$ cat src/rtl/regfile_sb.sv
// regfile_sb: scoreboarded register file for the pipelined RV32I core.
//
// Two combinational read ports, one write port, optional same-cycle
// writeback-to-read forwarding, a per-register busy scoreboard that
// produces the decode-stage stall, and a registered mirror of one register.
//
// Ports
//   clk, rst          clock, asynchronous active-high reset
//   rs1/rs2 -> rd1/rd2  read addresses / combinational read data
//   we, wa, wd        writeback enable, address, data
//   issue_valid       decode presents an instruction this cycle
//   issue_use1/2      instruction reads rs1 / rs2
//   issue_wen         instruction will write issue_rd
//   issue_rd          destination of the issuing instruction
//   stall             issue blocked this cycle (combinational)
//   busy              scoreboard, bit i = write to xi outstanding
//   a0                registered copy of register A0_INDEX
module regfile_sb #(
  parameter int DATA_WIDTH = 32,
  parameter int ADDR_WIDTH = 5,
  parameter bit BYPASS     = 1'b1,
  parameter int A0_INDEX   = 10
) (
  input  logic                       clk,
  input  logic                       rst,
  input  logic [ADDR_WIDTH-1:0]      rs1,
  input  logic [ADDR_WIDTH-1:0]      rs2,
  output logic [DATA_WIDTH-1:0]      rd1,
  output logic [DATA_WIDTH-1:0]      rd2,
  input  logic                       we,
  input  logic [ADDR_WIDTH-1:0]      wa,
  input  logic [DATA_WIDTH-1:0]      wd,
  input  logic                       issue_valid,
  input  logic                       issue_use1,
  input  logic                       issue_use2,
  input  logic                       issue_wen,
  input  logic [ADDR_WIDTH-1:0]      issue_rd,
  output logic                       stall,
  output logic [(2**ADDR_WIDTH)-1:0] busy,
  output logic [DATA_WIDTH-1:0]      a0
);

  localparam int DEPTH = 2**ADDR_WIDTH;
  localparam logic [ADDR_WIDTH-1:0] A0_ADDR = ADDR_WIDTH'(A0_INDEX);

  logic [DATA_WIDTH-1:0] mem_q [DEPTH];
  logic [DATA_WIDTH-1:0] mem_d [DEPTH];
  logic [DEPTH-1:0]      busy_q, busy_d;
  logic [DATA_WIDTH-1:0] a0_q, a0_d;

  logic fwd1, fwd2;
  logic hazard1, hazard2, hazard_waw;
  logic fire;

  // A writeback hitting a read address this cycle; only meaningful with BYPASS.
  assign fwd1 = BYPASS && we && (wa == rs1);
  assign fwd2 = BYPASS && we && (wa == rs2);

  // Reset forces reads to zero immediately, before the array clear lands,
  // so a forwarded wd cannot leak out while rst is high.
  always_comb begin
    rd1 = '0;
    rd2 = '0;
    if (!rst && rs1 != '0) rd1 = fwd1 ? wd : mem_q[rs1];
    if (!rst && rs2 != '0) rd2 = fwd2 ? wd : mem_q[rs2];
  end

  // busy_q[0] is held at 0, so x0 sources never raise a hazard.
  assign hazard1    = issue_use1 && busy_q[rs1] && !fwd1;
  assign hazard2    = issue_use2 && busy_q[rs2] && !fwd2;
  // A same-cycle writeback to issue_rd deliberately does not clear WAW.
  assign hazard_waw = issue_wen && busy_q[issue_rd] && (issue_rd != '0);
  assign stall      = issue_valid && (hazard1 || hazard2 || hazard_waw);
  assign fire       = issue_valid && !stall;

  always_comb begin
    mem_d = mem_q;
    if (we && wa != '0) mem_d[wa] = wd;
  end

  // Clear applied first, set second: set wins on a same-register collision.
  always_comb begin
    busy_d = busy_q;
    if (we) busy_d[wa] = 1'b0;
    if (fire && issue_wen) busy_d[issue_rd] = 1'b1;
    busy_d[0] = 1'b0;
  end

  always_comb begin
    a0_d = a0_q;
    if (we && wa == A0_ADDR) a0_d = wd;
  end

  always_ff @(posedge clk or posedge rst) begin
    if (rst) begin
      for (int i = 0; i < DEPTH; i++) mem_q[i] <= '0;
      busy_q <= '0;
      a0_q   <= '0;
    end else begin
      mem_q  <= mem_d;
      busy_q <= busy_d;
      a0_q   <= a0_d;
    end
  end

  assign busy = busy_q;
  assign a0   = a0_q;

endmodule

$ cat config.mk
export PLATFORM = sky130hd
export DESIGN_NAME = regfile_sb
export DESIGN_NICKNAME = d
export VERILOG_FILES = /design/src/rtl/regfile_sb.sv
export SDC_FILE = /design/constraint.sdc
export NUM_CORES = 2
export LEC_CHECK = 0
export CAP_MARGIN = 10
export CORE_AREA = 5 5 318 320
export CTS_BUF_LIST = sky130_fd_sc_hd__clkbuf_8 sky130_fd_sc_hd__clkbuf_16
export CTS_CLUSTER_SIZE = 40
export DETAILED_ROUTE_END_ITERATION = 7
export DIE_AREA = 0 0 323 325
export PLACE_DENSITY_LB_ADDON = 0.25
export SYNTH_ARGS = -nofsm -noshare
export SYNTH_HDL_FRONTEND = slang
export SYNTH_SLANG_ARGS = --single-unit
export TNS_END_PERCENT = 100
$ cat constraint.sdc
create_clock -name clk -period 87.9 [get_ports clk]
set_input_delay 26.37 -clock clk [delete_from_list [all_inputs] [get_ports clk]]
set_output_delay 26.37 -clock clk [all_outputs]
set_load 0.03 [all_outputs]
Yosys cells after proc, flatten, opt, wreduce, memory -nomap -nowiden:

Cells that the tools add are included.

* register bits after elaboration: 1087
* bits of input ports: 59
* logic and storage cells: 106

* magnitude comparators: 10
* equal/unequal tests: 3
* multiplexer cells: 25
* bitwise operators: 6
* reductions and logical operators: 28

Operator list (number)
* 1024-bit bitwise mux: 1
* 32-bit two-way mux: 11
* 32-bit binary-select mux with 5-bit select: 2
* 32-bit demux with 5-bit select: 1
* 32-bit bitwise AND: 1
* 32-bit inverter: 1
* 32-bit OR: 1
* 5-bit by 6-bit less-than comparator with 1-bit output (second input constant): 4
* 5-bit nonzero test: 4
* 6-bit greater-or-equal comparator (second input constant): 3
* 1-bit logical AND: 18
* 5-bit inverter with 6-bit output: 3
* 1-bit binary-select mux with 5-bit select: 3
* 1-bit demux with 5-bit select: 2
* 5-bit == test: 2
* 5-bit by 1-bit greater-or-equal comparator with 1-bit output (second input constant): 2
* 6-bit by 1-bit less-than comparator with 1-bit output (second input constant): 1
* 5-bit by 4-bit == test with 1-bit output (second input constant): 1
* 1-bit two-way mux: 5
* 1-bit zero test: 4
* 1-bit logical OR: 2

Logic depth before layout (Yosys ltp):

* depth after elaboration: 11
* depth in mapped cells: 11
* depth with buffers taken out: 6

Worst setup path before layout:

Ideal clock, no wire load.

* path type: input-to-output
* start point: input rst
* end point: output rd2[0]
* data arrival time: 53.147 ns
* required time: 61.530 ns
* slack: 8.383 ns
* stages: 3
* cell sequence: inv_1 > nand2_1 > a21oi_1

* word-level cells in the longest chain between the ends: 3

Ends and longest elaborated chain
* start, declared: RTL line 25 `input logic rst,`
* 1-bit zero test (no source line)
* 1-bit logical AND: RTL line 65 `if (!rst && rs2 != '0) rd2 = fwd2 ? wd : mem_q[rs2];`
* 32-bit two-way mux: RTL line 65
* end, declared: RTL line 29 `output logic [DATA_WIDTH-1:0] rd2,`

No other way between the ends.

Final worst setup path:

* start point: input rs2[0]
* end point: output rd2[12]

* word-level cells in the longest chain between the ends: 6

Ends and longest elaborated chain
* start, declared: RTL line 27 `input logic [ADDR_WIDTH-1:0] rs2,`
* 5-bit inverter with 6-bit output (not written as such): RTL line 65
* 32-bit binary-select mux with 5-bit select: RTL line 65
* 32-bit two-way mux (not written as such) (2 in series): RTL line 65
* 32-bit two-way mux: RTL line 65
* 32-bit two-way mux (*): RTL line 65

Mark *: on every way between the ends. The rest lies on a longest branch, timed or not. The select of a mux whose other input is x is not followed.

==> impl_metrics.env <==
export IMPL_endpoint_kind="output pin"
export IMPL_final_nets=4119
export IMPL_period_minus_slack_ns=57.41
export IMPL_worstMarginPinSlew_ns=1.09
export IMPL_clk_pin_slew_ns=0.06
export IMPL_root_buffer="clkbuf_16"
export IMPL_ys_types=50
export IMPL_drive_above_1_share=0.456
export IMPL_final_max_slew_viol_count=0
export IMPL_synth_seq_area_share=0.466
export IMPL_critPathBufInv=4
export IMPL_worstPathRequired_ns=61.53
export IMPL_worstPathMaxFanout=49
export IMPL_hold_violations=0
export IMPL_slew_headroom=0.275
export IMPL_synth_edff_count=0
export IMPL_areaGrowthSynthToFinish_pct=11.1
export IMPL_dieWidth_um=323
export IMPL_die_h_um=325
export IMPL_dp_cells=5234
export IMPL_post_cts_setup_buffers=0
export IMPL_cp_top_family="buffers and inverters"
export IMPL_startpoint="rs2[0]"
export IMPL_grt_setup_unrepaired="no"
export IMPL_reg2reg_depth=6
export IMPL_p_leak_nw=28.0
export IMPL_finalNonFillerCells=5444
export IMPL_gr_total_overflow=0
export IMPL_initial_core_util=0.596
export IMPL_dieArea_um2=105000
export IMPL_slowest_stage="buf_4"
export IMPL_critPathArrivalTime_ns=31.04
export IMPL_max_cap_violations=0
export IMPL_port_buffers=186
export IMPL_critPathKind="in2out"
export IMPL_cp_num_cells=9
export IMPL_clockBufferDepth=3
export IMPL_cts_made_buffers=111
export IMPL_ctsHtreeMaxLevel=3
export IMPL_fin_ws_ns=30.49
export IMPL_post_cts_resized=0
export IMPL_wl_per_cell_um=30.9
export IMPL_grt_first_pass_wirelength_mm=255
export IMPL_crit_chain="buf_8, buf_4, buf_4, mux4_2, mux4_2, nor2_1, or3_1, a21oi_1, clkdlybuf4s50_1"
export IMPL_mostFrequentLayoutCells="1,087 x dfrtp_1, 988 x mux2_2, 530 x mux4_2"
export IMPL_num_rows=115
export IMPL_ys_flop_type="dfrtp_1"
export IMPL_grt_antenna_before_repair=3
export IMPL_drt_iter0_markers=3948
export IMPL_core_area_um2=97800
export IMPL_drc=0
export IMPL_fin_tns_setup_ns=0
export IMPL_num_vias=38176
export IMPL_report_power_total_w=0.00150
export IMPL_synthArstFlopShare=1.00
export IMPL_avgSynthCellArea_um2=14.2
export IMPL_ios=188
export IMPL_final_common_cell="dfrtp_1"
export IMPL_crit_path_start_kind="input pin"
export IMPL_hpwl_mm=96.1
export IMPL_gp_congestion=0.898
export IMPL_ir_drop_mv=0.0162
export IMPL_power_density_nw_per_um2=23.1
export IMPL_min_period_over_period=0.653
export IMPL_status="finished clean"
export IMPL_hold_path_class="reg2reg"
export IMPL_endpoint="rd2[12]"
export IMPL_clk_latency_ns=0.70
export IMPL_worstReg2RegEnd="busy[21]"
export IMPL_ys_warn_count=0
export IMPL_nFillCells=6945
export IMPL_grt_max_degree=175
export IMPL_timing_fmax_mhz=17.4
export IMPL_grt_pass1_vias=39148
export IMPL_finClkSkew_ns=0.0205
export IMPL_synth_area_um2=58400
export IMPL_pre_cts_ws_ns=30.45
export IMPL_cts_sinks=1087
export IMPL_grt_use_total=0.323
export IMPL_ff2ff_setup_slack_ns=85.39
export IMPL_setup_viol=0
export IMPL_ant_nets=0
export IMPL_holdWs_ns=0.396
export IMPL_timing_hold_worst_path_depth=0
export IMPL_reg2reg_from="busy[10]"
export IMPL_syn_nets=4173
export IMPL_critical_path_max_stage_delay_ns=0.92
export IMPL_dr_pass1_iters=5
export IMPL_wirelength_mm=168
export IMPL_hold_buffers=0
export IMPL_cts_tree="yes"
export IMPL_postSynthCellCount=4114
export IMPL_viasPerCell=7.01
export IMPL_ys_ff_latch=1087
## worst reg2reg max path, delay by kind of cell (launching register included)
family           cells  cell delay (ns)
AO/OA/AOI/OAI        2             0.55
multiplexers         2             0.79
AND/OR/NAND/NOR      2             0.62
flip-flops           1             0.45
## metal layers
| layer | global-route usage | wire [µm] |
|---|---|---|
| met5 | 0 | 0 |
| met3 | 0.0808 | 17200 |
| met2 | 0.486 | 77000 |
| met1 | 0.464 | 67300 |
| met4 | 0.115 | 6810 |
## sequential cells by signal, summed over array words and instances (netlist names)
| name | flops |
|---|---|
| a0 | 32 |
| mem_q | 1024 |
| busy | 31 |
## per-stage QoR
step	utilization	cell area (µm²)
floorplan	-	58400
global placement	0.623	60900
detailed placement	0.623	60900
CTS	0.662	64800
global route	0.662	64800
finish	0.662	64800
## Yosys cell counts, types with 2 or more instances
cell / n / share of area
buf_2: 105 / 0.0090
nand3b_1: 8 / 0.0010
nor3_1: 5 / 0.00043
inv_2: 2 / 0.00013
and3_1: 3 / 0.00032
inv_1: 13 / 0.00084
nor2_1: 85 / 0.0055
nand4_1: 2 / 0.00021
a31oi_1: 34 / 0.0036
mux4_2: 530 / 0.20
buf_1: 55 / 0.0035
a221oi_1: 22 / 0.0033
or3_1: 22 / 0.0024
a21oi_1: 127 / 0.011
mux2i_1: 175 / 0.030
xnor2_1: 2 / 0.00030
nor3b_1: 4 / 0.00051
nor4_1: 2 / 0.00021
o22ai_1: 3 / 0.00032
xor2_1: 8 / 0.0012
buf_4: 22 / 0.0028
o21ai_0: 97 / 0.0083
and3b_1: 3 / 0.00045
mux2_2: 988 / 0.19
nand2_1: 323 / 0.021
clkbuf_1: 267 / 0.017
o211ai_1: 23 / 0.0030
nor2b_1: 2 / 0.00021
or3b_2: 3 / 0.00045
o21ai_1: 36 / 0.0031
nand3_1: 7 / 0.00060
buf_6: 6 / 0.0012
a31o_2: 23 / 0.0035
dfrtp_1: 1087 / 0.47
o221ai_1: 2 / 0.00030
nand4_2: 4 / 0.00086
## area by class of cell
type	count	area (µm²)	area share
Clock inverter	74	796	0.0123
Timing Repair Buffer	288	2700	0.0417
Antenna cell	2	5.00	0.0000772
Sequential cell	1087	27200	0.420
Clock buffer	134	3110	0.0479
Multi-Input combinational cell	2557	29300	0.452
Inverter	15	68.8	0.00106
Tap cell	1287	1610	0.0248
## cell families (layout without fill, tap and decap cells)
| group | after synthesis | in the layout | synth area share |
|---|---|---|---|
| flops | 1087 | 1087 | 0.466 |
| buf+inv | 470 | 511 | 0.0347 |
| mux | 1693 | 1693 | 0.425 |
| simple gates | 477 | 477 | 0.0345 |
| compound gates | 376 | 376 | 0.0378 |
| xor+xnor | 10 | 10 | 0.00150 |
| other cells | 1 | 3 | 0.0000643 |
## worst min path at each step
stage | slack, ns | from | end
after floorplan | 0.44 | mem_q[1000] | mem_q[1000]
after CTS | 0.40 | mem_q[1014] | mem_q[1014]
after global routing | 0.41 | mem_q[1022] | mem_q[1022]
after global placement | 0.38 | mem_q[1009] | mem_q[1009]
final | 0.40 | mem_q[1011] | mem_q[1011]
after detailed placement | 0.38 | mem_q[1022] | mem_q[1022]
## power breakdown
group          leakage [nW]  switching, W  internal, W  total, W
registers              14.0     0.0000707     0.000595  0.000666
clock network          2.01      0.000208     0.000295  0.000503
logic                  12.0      0.000141     0.000187  0.000328
(Power assumes the default switching activity.)
